--- config.mk ---
export PLATFORM = sky130hd
export DESIGN_NAME = lsa_mem_loader
export DESIGN_NICKNAME = d
export VERILOG_FILES = /design/src/rtl/lsa_mem_loader.sv
export SDC_FILE = /design/constraint.sdc
export NUM_CORES = 1
export LEC_CHECK = 0
export CORE_MARGIN = 1.5
export CORE_UTILIZATION = 60
export DETAILED_ROUTE_END_ITERATION = 10
export PLACE_DENSITY = 0.91
export SETUP_SLACK_MARGIN = 0.5
export SYNTH_ARGS = -nofsm -noshare
export SYNTH_HDL_FRONTEND = slang
export SYNTH_SLANG_ARGS = --single-unit
--- constraint.sdc ---
create_clock -name clock_in -period 3.5 [get_ports clock_in]
set_clock_uncertainty 0.15 [all_clocks]
set_input_delay 0.525 -clock clock_in [delete_from_list [all_inputs] [get_ports clock_in]]
set_output_delay 0.525 -clock clock_in [all_outputs]
set_load 0.01 [all_outputs]
--- src/rtl/lsa_mem_loader.sv ---
// Serial boot loader: receives a framed image on an 8N1 UART line and writes
// 16-bit words onto the lsa memory bus while holding lsa_core in reset.
module lsa_mem_loader #(
  parameter int CLKS_PER_BIT = 208,
  parameter bit BOOT_HOLD    = 1'b1
) (
  input  logic        clock_in,
  input  logic        reset_in,
  input  logic        uart_rx,
  output logic [15:0] mem_add,
  output logic [15:0] mem_out,
  output logic        mem_we,
  output logic        mem_fetch,
  output logic        mem_oe,
  output logic        core_reset_out,
  output logic        loader_busy,
  output logic        loader_error
);
  localparam int CW = $clog2(CLKS_PER_BIT);
  localparam logic [CW-1:0] HALF = CW'(CLKS_PER_BIT / 2 - 1);
  localparam logic [CW-1:0] FULL = CW'(CLKS_PER_BIT - 1);

  typedef enum logic [1:0] {RX_IDLE, RX_START, RX_DATA, RX_STOP} rx_state_t;
  typedef enum logic [3:0] {
    HUNT, ADDR_HI, ADDR_LO, CNT_HI, CNT_LO, DATA_HI, DATA_LO, WRITE, CSUM
  } ld_state_t;

  rx_state_t   rx_state, rx_next;
  ld_state_t   ld_state, ld_next;
  logic        rx_s1, rx_s2, rx_s3;
  logic [CW-1:0] bit_cnt;
  logic [2:0]  bit_idx;
  logic [7:0]  rx_byte;
  logic        byte_valid, frame_err;
  logic        tick_half, tick_full;
  logic [15:0] addr, count;
  logic [7:0]  data_hi, csum;

  assign mem_fetch = 1'b0;
  assign mem_oe    = 1'b0;
  assign tick_half = (bit_cnt == HALF);
  assign tick_full = (bit_cnt == FULL);

  // Receiver next state; a start edge that is high again at mid-bit is a glitch.
  always_comb begin
    rx_next = rx_state;
    case (rx_state)
      RX_IDLE:  if (rx_s3 && !rx_s2) rx_next = RX_START;
      RX_START: if (tick_half) rx_next = rx_s2 ? RX_IDLE : RX_DATA;
      RX_DATA:  if (tick_full && bit_idx == 3'd7) rx_next = RX_STOP;
      RX_STOP:  if (tick_full) rx_next = RX_IDLE;
      default:  rx_next = RX_IDLE;
    endcase
  end

  always_ff @(posedge clock_in) begin
    if (reset_in) begin
      rx_s1      <= 1'b1;
      rx_s2      <= 1'b1;
      rx_s3      <= 1'b1;
      rx_state   <= RX_IDLE;
      bit_cnt    <= '0;
      bit_idx    <= '0;
      rx_byte    <= '0;
      byte_valid <= 1'b0;
      frame_err  <= 1'b0;
    end else begin
      rx_s1      <= uart_rx;
      rx_s2      <= rx_s1;
      rx_s3      <= rx_s2;
      rx_state   <= rx_next;
      byte_valid <= 1'b0;
      frame_err  <= 1'b0;
      if (rx_state == RX_IDLE || rx_next != rx_state || tick_full)
        bit_cnt <= '0;
      else
        bit_cnt <= bit_cnt + 1'b1;
      if (rx_state == RX_DATA && tick_full) begin
        rx_byte <= {rx_s2, rx_byte[7:1]};
        bit_idx <= bit_idx + 1'b1;
      end
      if (rx_state == RX_STOP && tick_full) begin
        byte_valid <= rx_s2;
        frame_err  <= !rx_s2;
      end
    end
  end

  always_comb begin
    ld_next = ld_state;
    if (frame_err) ld_next = HUNT;
    else begin
      case (ld_state)
        HUNT:    if (byte_valid && rx_byte == 8'h4C) ld_next = ADDR_HI;
        ADDR_HI: if (byte_valid) ld_next = ADDR_LO;
        ADDR_LO: if (byte_valid) ld_next = CNT_HI;
        CNT_HI:  if (byte_valid) ld_next = CNT_LO;
        CNT_LO:  if (byte_valid) ld_next = ({count[15:8], rx_byte} == 16'd0) ? CSUM : DATA_HI;
        DATA_HI: if (byte_valid) ld_next = DATA_LO;
        DATA_LO: if (byte_valid) ld_next = WRITE;
        WRITE:   ld_next = (count == 16'd1) ? CSUM : DATA_HI;
        CSUM:    if (byte_valid) ld_next = HUNT;
        default: ld_next = HUNT;
      endcase
    end
  end

  always_ff @(posedge clock_in) begin
    if (reset_in) begin
      ld_state       <= HUNT;
      addr           <= '0;
      count          <= '0;
      data_hi        <= '0;
      csum           <= '0;
      mem_we         <= 1'b0;
      mem_add        <= '0;
      mem_out        <= '0;
      core_reset_out <= BOOT_HOLD;
      loader_busy    <= 1'b0;
      loader_error   <= 1'b0;
    end else begin
      ld_state <= ld_next;
      mem_we   <= 1'b0;
      if (frame_err) begin
        loader_error <= 1'b1;
        loader_busy  <= 1'b0;
      end else begin
        case (ld_state)
          HUNT: if (byte_valid && rx_byte == 8'h4C) begin
            core_reset_out <= 1'b1;
            loader_busy    <= 1'b1;
            loader_error   <= 1'b0;
            csum           <= '0;
          end
          ADDR_HI: if (byte_valid) addr[15:8]  <= rx_byte;
          ADDR_LO: if (byte_valid) addr[7:0]   <= rx_byte;
          CNT_HI:  if (byte_valid) count[15:8] <= rx_byte;
          CNT_LO:  if (byte_valid) count[7:0]  <= rx_byte;
          DATA_HI: if (byte_valid) begin
            data_hi <= rx_byte;
            csum    <= csum + rx_byte;
          end
          // Bus outputs are loaded here so the strobe is a clean register.
          DATA_LO: if (byte_valid) begin
            csum    <= csum + rx_byte;
            mem_we  <= 1'b1;
            mem_add <= addr;
            mem_out <= {data_hi, rx_byte};
          end
          WRITE: begin
            addr  <= addr + 16'd1;
            count <= count - 16'd1;
          end
          CSUM: if (byte_valid) begin
            loader_busy <= 1'b0;
            if (rx_byte == csum) core_reset_out <= 1'b0;
            else                 loader_error   <= 1'b1;
          end
          default: ;
        endcase
      end
    end
  end
endmodule

* Word level (Yosys, flattened, before mapping)
Index checks and enable logic that the tools add are counted.
Storage, ports and cells: register bits after elaboration 114, input bits 3, output and inout port bits 38, logic and storage cells 132
Operators by class: $add $sub $neg 5, eq/ne operators 31, mux-type cells 37, bitwise operators 3, reduce and logical (&&, ||, !) cells 34
Operators with widths (number):
- one-hot mux 8 bit (2 select lines) | 5
- 2-to-1 mux 4 bit | 10
- one-hot mux 4 bit (9 select lines) | 1
- 2-to-1 mux 8 bit | 3
- AND reduction 3 bit | 7
- inequality test 2 bit (second input constant) | 9
- adder 16 x 1 -> 16 bit (second input constant) | 1
- == test 16 x 1 -> 1 bit (second input constant) | 1
- == test 4 x 3 -> 1 bit (second input constant) | 4
- == test 8 x 7 -> 1 bit (second input constant) | 2
- zero test 16 bit | 1
- subtractor 16 x 1 -> 16 bit (second input constant) | 1
- nonzero test 2 bit | 6
- 2-to-1 mux 2 bit | 5
- 2-to-1 mux 1 bit | 9
- inequality test 3 bit (second input constant) | 3
- adder 8 x 1 -> 8 bit (second input constant) | 1
- adder 8 bit | 1
- == test 4 x 2 -> 1 bit (second input constant) | 2
- == test 8 bit | 1
- == test 8 bit (second input constant) | 1
- one-hot mux 2 bit (4 select lines) | 1
- AND reduction 4 bit | 2
- AND reduction 8 bit | 1
- 19 further kinds | 32

* Depth between registers and ports, before layout
Gate-level depths: netlist (run 1).
word-level depth 8, depth in mapped cells 9, depth with buffers taken out 9

* Worst setup path after synthesis (run 1)
OpenSTA, ideal clock, no wires.
kind register -> register, start point register rx_byte[1], end point register ld_state[1], setup time 70 ps, data arrival time 1936 ps, required time 3280 ps, setup slack 1344 ps, stages on the path, launching flop included 8, path buffers 1, period minus slack after synthesis 2156 ps, cell sequence dfxtp_1 -> buf_6 -> or4_4 -> nor3_2 -> o21ai_1 -> and3_4 -> or4b_1 -> a21oi_1
On the way: word-level cells in the longest chain between the ends 4
RTL lines:
- from (decl) | line 33 | logic [7:0] rx_byte;
- from (signal assigned) | line 79 | rx_byte <= {rx_s2, rx_byte[7:1]};
- == test 8 x 7 -> 1 bit | line 94 | HUNT: if (byte_valid && rx_byte == 8'h4C) ld_next = ADDR_HI;
- logical AND 1 bit | line 94
- inequality test 2 bit (no line)
- AND reduction 8 bit (no line)
- to (signal assigned) | line 122 | ld_state <= ld_next;
- to (decl) | line 29 | ld_state_t ld_state, ld_next;
No other way between the ends. A chain may end at the register's enable or synchronous reset.

* Final worst setup path (run 1)
start point register ld_state[2], end point register mem_add[2]
On the way: word-level cells in the longest chain between the ends 2
RTL lines:
- == test 4 x 3 -> 1 bit | line 128 | case (ld_state)
- AND reduction 3 bit (no line)
- to (signal assigned) | line 147 | mem_add <= addr;
- to (decl) | line 10 | output logic [15:0] mem_add,
No other way between the ends.

==> impl_metrics.toml, run 1 <==
[outcome]
outcome = "finished, final reports clean"

[power]
power.leakage_nw = 2.24
peakVddDrop_mv = 0.299
power_density_nw_per_um2 = 476
power.total_w = 0.00308

[floorplanning]
rows = 34
start_util_pct = 62.7
die_w_um = 99.1
fp.dieArea_um2 = 9830
dieHeight_um = 99.1
ios = 41
fp.coreArea_um2 = 8850

[final_layout]
syn2layout_area_growth_pct = 16.8
instances_no_fill = 848
register_area_um2 = 2280
nFillCells = 599
layout.nets = 744
final_core_util_pct = 73.2
layout_common_cells = "nand2_1 (115), dfxtp_1 (114), a21oi_1 (87)"
postLayoutCellArea_um2 = 6470
antenna_cells = 0
final_layout_size_suffix_gt1_share_pct = 7.03
multi_input_area_um2 = 2990
final_common_cell = "nand2_1"

[setup_path]
rr_startpoint = "ld_state[2]$_SDFFE_PP0P_"
path_max_fanout = 23
r2r-end = "mem_add[2]$_SDFFE_PP0P_"
cp.required_ps = 3810
crit_start = "ld_state[2]$_SDFFE_PP0P_"
path_depth = 5
r2r_setup_slack_ps = 900
critPathCapture = "mem_add[2]$_SDFFE_PP0P_"
critPathLaunchType = "register"
slowest_delay_ps = 620
crit_buf_inv = 1
cp_cell_sequence = "nor4bb_1 > and3b_1 > buf_4 > nand2_1 > a21oi_1"
r2r_cells = 5
criticalPathCategory = "register to register"
crit_family = "simple AND/OR/NAND/NOR gates"
cpMaxStageDelayCell = "dfxtp_1"
end_kind = "register"
worstPathArrival_ps = 2900

[sta]
slew_headroom_pct = 36.4
timing.fmax_mhz = 385
finalCritPeriodShare_pct = 74.2
setup_viol = 0
rsz0062_at_grt = "false"
setup_tns_ps = 0
fin_crit_ps = 2600
hold_viol = 0
slew_violations = 0
tightest_slew_ps = 950

[place]
gp_congestion = 0.959
dp_cells = 816
dp.final_hpwl_um = 9030
port_buffers = 38
post_dp_cell_area_um2 = 5870

[yosys]
ys_types = 58
synthArstFlopShare_pct = 0
synthCells = 717
synth-seq-cells = 114
ys_seq_area_share_pct = 41.2
synth_edf_count = 0
synth_ff_type = "dfxtp_1"
syn-cell-area_um2 = 5540
syn_avg_cell_area_um2 = 7.73
ys.warnings.count = 0

[drt]
vias_per_cell = 6.55
routed_wl_um = 14600
wl_per_cell_um = 17.3
dr.pass1.iters = 6
vias = 5552
ant_nets = 0
drt-initial-drc-count = 831
drc = 0

[global_route]
antenna_found_initial = 0
globalRouteTotalUtil_pct = 31.0
grt_max_degree = 64
grt_pass1_wl_um = 24400
grt_pass1_vias = 5242
gr-total-overflow = 0

[clock_network]
htreeDepth = 4
clkLatencyLatePin_ps = 540
post_cts_buffers = 0
cts_tree = "done"
hold_buffers = 0
cts_buffer_depth = 2
clock-root-buffer = "clkbuf_8"
clk_pin_slew_worst_paths_ps = 60
cts_made_buffers = 17
clock_sinks = 114
post_cts_resized = 0

[job]
max_cap_viol_count = 0

[min_path]
hold_class = "register to register"
## final cells by class
cell class	count	area share, %
flip-flops and latches	114	35.3
well taps	108	2.09
inverters	12	0.696
clock inverters	12	2.40
clock buffers	20	6.88
multi-input cells	538	46.2
repair buffers	44	6.53
## kinds of logic after synthesis
logic type                 Yosys count  synth area share, %
and+or+nand+nor                    316                 27.5
AOI/OAI and AO/OA                  188                 19.9
DFF                                114                 41.2
buffers and inverters               66                 5.01
adders and majority gates           14                 3.30
xor gates and xnor gates            10                 1.58
muxes                                8                 1.44
other                                1               0.0676
## state kept, by name, indices dropped and copies added (netlist names), 2 cells and up
name and cells:
addr 16, count 16, mem_add 16, mem_out 16
bit_cnt 8, csum 8, data_hi 8, rx_byte 8
ld_state 4, bit_idx 3, rx_state 2
## metal layers
layer	GRT usage, %	wire (um)	vias to the layer above	part of all wire [%]
met2	50.2	6890	312	47
li1	-	-	2555	-
met5	0	0	-	0
met1	37.9	5820	2601	40
met4	17.8	683	0	4.7
met3	7.59	1260	84	8.6
## power by group
part	total, W	switching, W	internal (W)
Combinational	0.0000291	0.0000230	0.00000601
Sequential	0.00130	0.00000181	0.00130
Clock	0.00175	0.000628	0.00112
## cell usage after synthesis, drive strengths merged (8+ instances only)
master  instances  share of area [%]
nand2         115                7.8
a31oi           8               0.90
ha             13                2.9
nor2           70                4.7
nor4           17                2.2
or2            11                1.2
clkbuf         44                3.0
nand2b         10                1.1
dfxtp         114                 41
mux2i           8                1.4
buf            10                1.2
nand3          31                2.8
a21oi          88                8.0
o21ai          38                3.4
o31ai           8                1.1
inv            12               0.81
a211oi         12                1.6
a22oi          11                1.5
nor3           21                2.0
## how the worst min path moves through the flow
stage	startpoint	end	slack, ps	cells past startpoint
2_1_floorplan	rx_s1$_SDFF_PP1_	rx_s2$_SDFF_PP1_	240	1
3_3_place_gp	rx_s1$_SDFF_PP1_	rx_s2$_SDFF_PP1_	250	1
3_5_place_dp	rx_s1$_SDFF_PP1_	rx_s2$_SDFF_PP1_	240	1
4_1_cts	rx_s1$_SDFF_PP1_	rx_s2$_SDFF_PP1_	260	1
5_1_grt	rx_s1$_SDFF_PP1_	rx_s2$_SDFF_PP1_	280	1
6_report	rx_s1$_SDFF_PP1_	rx_s2$_SDFF_PP1_	260	1
## per-stage QoR
step	setup slack, ps	hold slack, ps
2_1_floorplan	1340	239
3_3_place_gp	1150	248
3_5_place_dp	1000	244
4_1_cts	973	260
5_1_grt	759	277
6_report	902	257
No activity file was read; power rests on OpenSTA's default activity.
==> run 2: changes to the inputs <==
--- a/config.mk
+++ b/config.mk
@@ -6,9 +6,9 @@
 export NUM_CORES = 1
 export LEC_CHECK = 0
 export CORE_MARGIN = 1.5
-export CORE_UTILIZATION = 60
+export CORE_UTILIZATION = 59
 export DETAILED_ROUTE_END_ITERATION = 10
-export PLACE_DENSITY = 0.91
+export PLACE_DENSITY = 0.9
 export SETUP_SLACK_MARGIN = 0.5
 export SYNTH_ARGS = -nofsm -noshare
 export SYNTH_HDL_FRONTEND = slang
==> constraint.sdc (replaced) <==
create_clock -name clock_in -period 2.39 [get_ports clock_in]
set_clock_uncertainty 0.15 [all_clocks]
set_input_delay 0.3585 -clock clock_in [delete_from_list [all_inputs] [get_ports clock_in]]
set_output_delay 0.3585 -clock clock_in [all_outputs]
set_load 0.01 [all_outputs]
==> run 2 against run 1 <==
Via count grew 17%. Core utilization increased by 10 points. Sequential power increased by 46%. Sequential share of layout area shrank 4.6 points. Flip-flop and latch count unchanged. Critical path depth grew 1. Cell area rose by 18%. Count of clock-buffer cells in the layout fell by 2. Setup slack lost 820 ps. Fmax increased by 12%. Die area increased by 1.6%. Critical path type unchanged. Critical endpoint is now csum[0]$_SDFFE_PP0P_.
==> impl_metrics.toml, run 2 (synthesis results as in run 1) <==
[clock_network]
cts_buffer_depth = 2
cts_made_buffers = 17
clock-root-buffer = "clkbuf_8"
clk_pin_slew_worst_paths_ps = 70
clkLatencyLatePin_ps = 540
clock_sinks = 114
cts_tree = "done"
hold_buffers = 0
htreeDepth = 4

[drt]
dr.pass1.iters = 6
routed_wl_um = 21500
drc = 0
ant_nets = 0
drt-initial-drc-count = 1011
vias_per_cell = 7.11
vias = 6510
wl_per_cell_um = 23.5

[final_layout]
layout_common_cells = "nand2_1 (110), dfxtp_1 (95), a21oi_1 (74)"
final_layout_size_suffix_gt1_share_pct = 26.6
layout.nets = 808
instances_no_fill = 915
antenna_cells = 0
final_common_cell = "nand2_1"
multi_input_area_um2 = 3480
nFillCells = 444
register_area_um2 = 2330
syn2layout_area_growth_pct = 37.3

[setup_path]
critPathLaunchType = "register"
r2r_cells = 6
critPathCapture = "csum[0]$_SDFFE_PP0P_"
cp_cell_sequence = "or4b_4 > nor4_4 > a21oi_4 > buf_6 > a21oi_2 > nor2_1"
cpMaxStageDelayCell = "or4b_4"
path_max_fanout = 7
r2r_setup_slack_ps = 80
rr_startpoint = "ld_state[1]$_SDFFE_PP0P_"
crit_start = "ld_state[1]$_SDFFE_PP0P_"
cp.required_ps = 2610
worstPathArrival_ps = 2530
slowest_delay_ps = 590
r2r-end = "csum[0]$_SDFFE_PP0P_"
end_kind = "register"
criticalPathCategory = "register to register"

[floorplanning]
ios = 41
fp.dieArea_um2 = 9990
dieHeight_um = 99.9
rows = 35
die_w_um = 99.9
start_util_pct = 60.6
fp.coreArea_um2 = 9150

[min_path]
hold_path_depth = 2
min_from = "reset_in"
hold_class = "input port to register"

[sta]
rsz0062_at_grt = "true"
slew_violations = 0
timing.fmax_mhz = 433
timing.final.ws_setup_ps = 79.3
slew_headroom_pct = 50.4
finalCritPeriodShare_pct = 96.7
setup_tns_ps = 0
fin_crit_ps = 2310
setup_viol = 0
tightest_slew_ps = 743
hold_viol = 0
hold_ws_ps = 184

[place]
dp_cells = 839
dp.final_hpwl_um = 9690
dp_slack_ps = 208
port_buffers = 38
gp_congestion = 0.963

[outcome]
outcome = "finished, final reports clean"

[power]
peakVddDrop_mv = 0.512
power.leakage_nw = 3.05
power.total_w = 0.00454
power_density_nw_per_um2 = 596

[global_route]
grt_max_degree = 54
grt_pass1_wl_um = 28100
grt_pass1_vias = 5604
antenna_found_initial = 0
gr-total-overflow = 0
globalRouteTotalUtil_pct = 35.5

[job]
max_cap_viol_count = 0
-- run 2: changes by cell type in the layout (fill, tap and decap cells not counted), sizes merged, moves of 2 or more --
| cell | delta |
|---|---|
| dlymetal6s2s | +14 |
| clkdlybuf4s50 | -36 |
| dlygate4sd2 | +22 |
| buf | +63 |
| clkbuf | -2 |
-- run 2: final cells by class --
class                      instances  area share (%)
timing repair buffer             108            13.4
tap                              111            1.83
sequential                       114            30.6
multi-input combinational        538            45.7
clock buffer                      18            5.49
clock inverter                    14            2.35
inverter                          12           0.592
-- run 2: how the worst min path moves through the flow --
stage / to / slack [ps]
finish: csum[4]$_SDFFE_PP0P_ / 180
global route: csum[3]$_SDFFE_PP0P_ / 200
CTS: csum[3]$_SDFFE_PP0P_ / 170
detailed placement: rx_s2$_SDFF_PP1_ / 250
global placement: rx_s2$_SDFF_PP1_ / 250
floorplan: rx_s2$_SDFF_PP1_ / 240
-- run 2: routing by layer --
layer | wire length [um] | global-route usage (%)
met2 | 9440 | 55.2
met3 | 2910 | 9.54
met1 | 7410 | 45.9
met4 | 1730 | 17.4
met5 | 0 | 0
-- run 2: critical path, delay by kind of cell, from the launching register on --
kind,cells,cell delay (ps)
flip-flops,1,340
AO/OA/AOI/OAI,2,400
AND/OR/NAND/NOR,3,1080
buffers and inverters,1,180
-- run 2: timing repair --
action	CTS	global route
setup buffers	23	18
resized for setup	90	90
gates cloned	1	2
endpoints found under the setup margin	101	120
pin swaps	14	31
-- run 2: metrics by stage --
stage               utilization, %  instance area (um2)
detailed placement            66.5                 6080
global placement              66.5                 6080
finish                        83.1                 7610
global route                  83.1                 7610
CTS                           77.8                 7120
floorplan                        -                 5610
-- run 2: power by group --
group	internal (W)	total, W	switching, W	leakage [nW]
sequential	0.00189	0.00190	0.00000444	0.931
clock	0.00160	0.00259	0.000988	0.282
combinational	0.0000132	0.0000512	0.0000380	1.84
total	0.00351	0.00454	0.00103	3.05
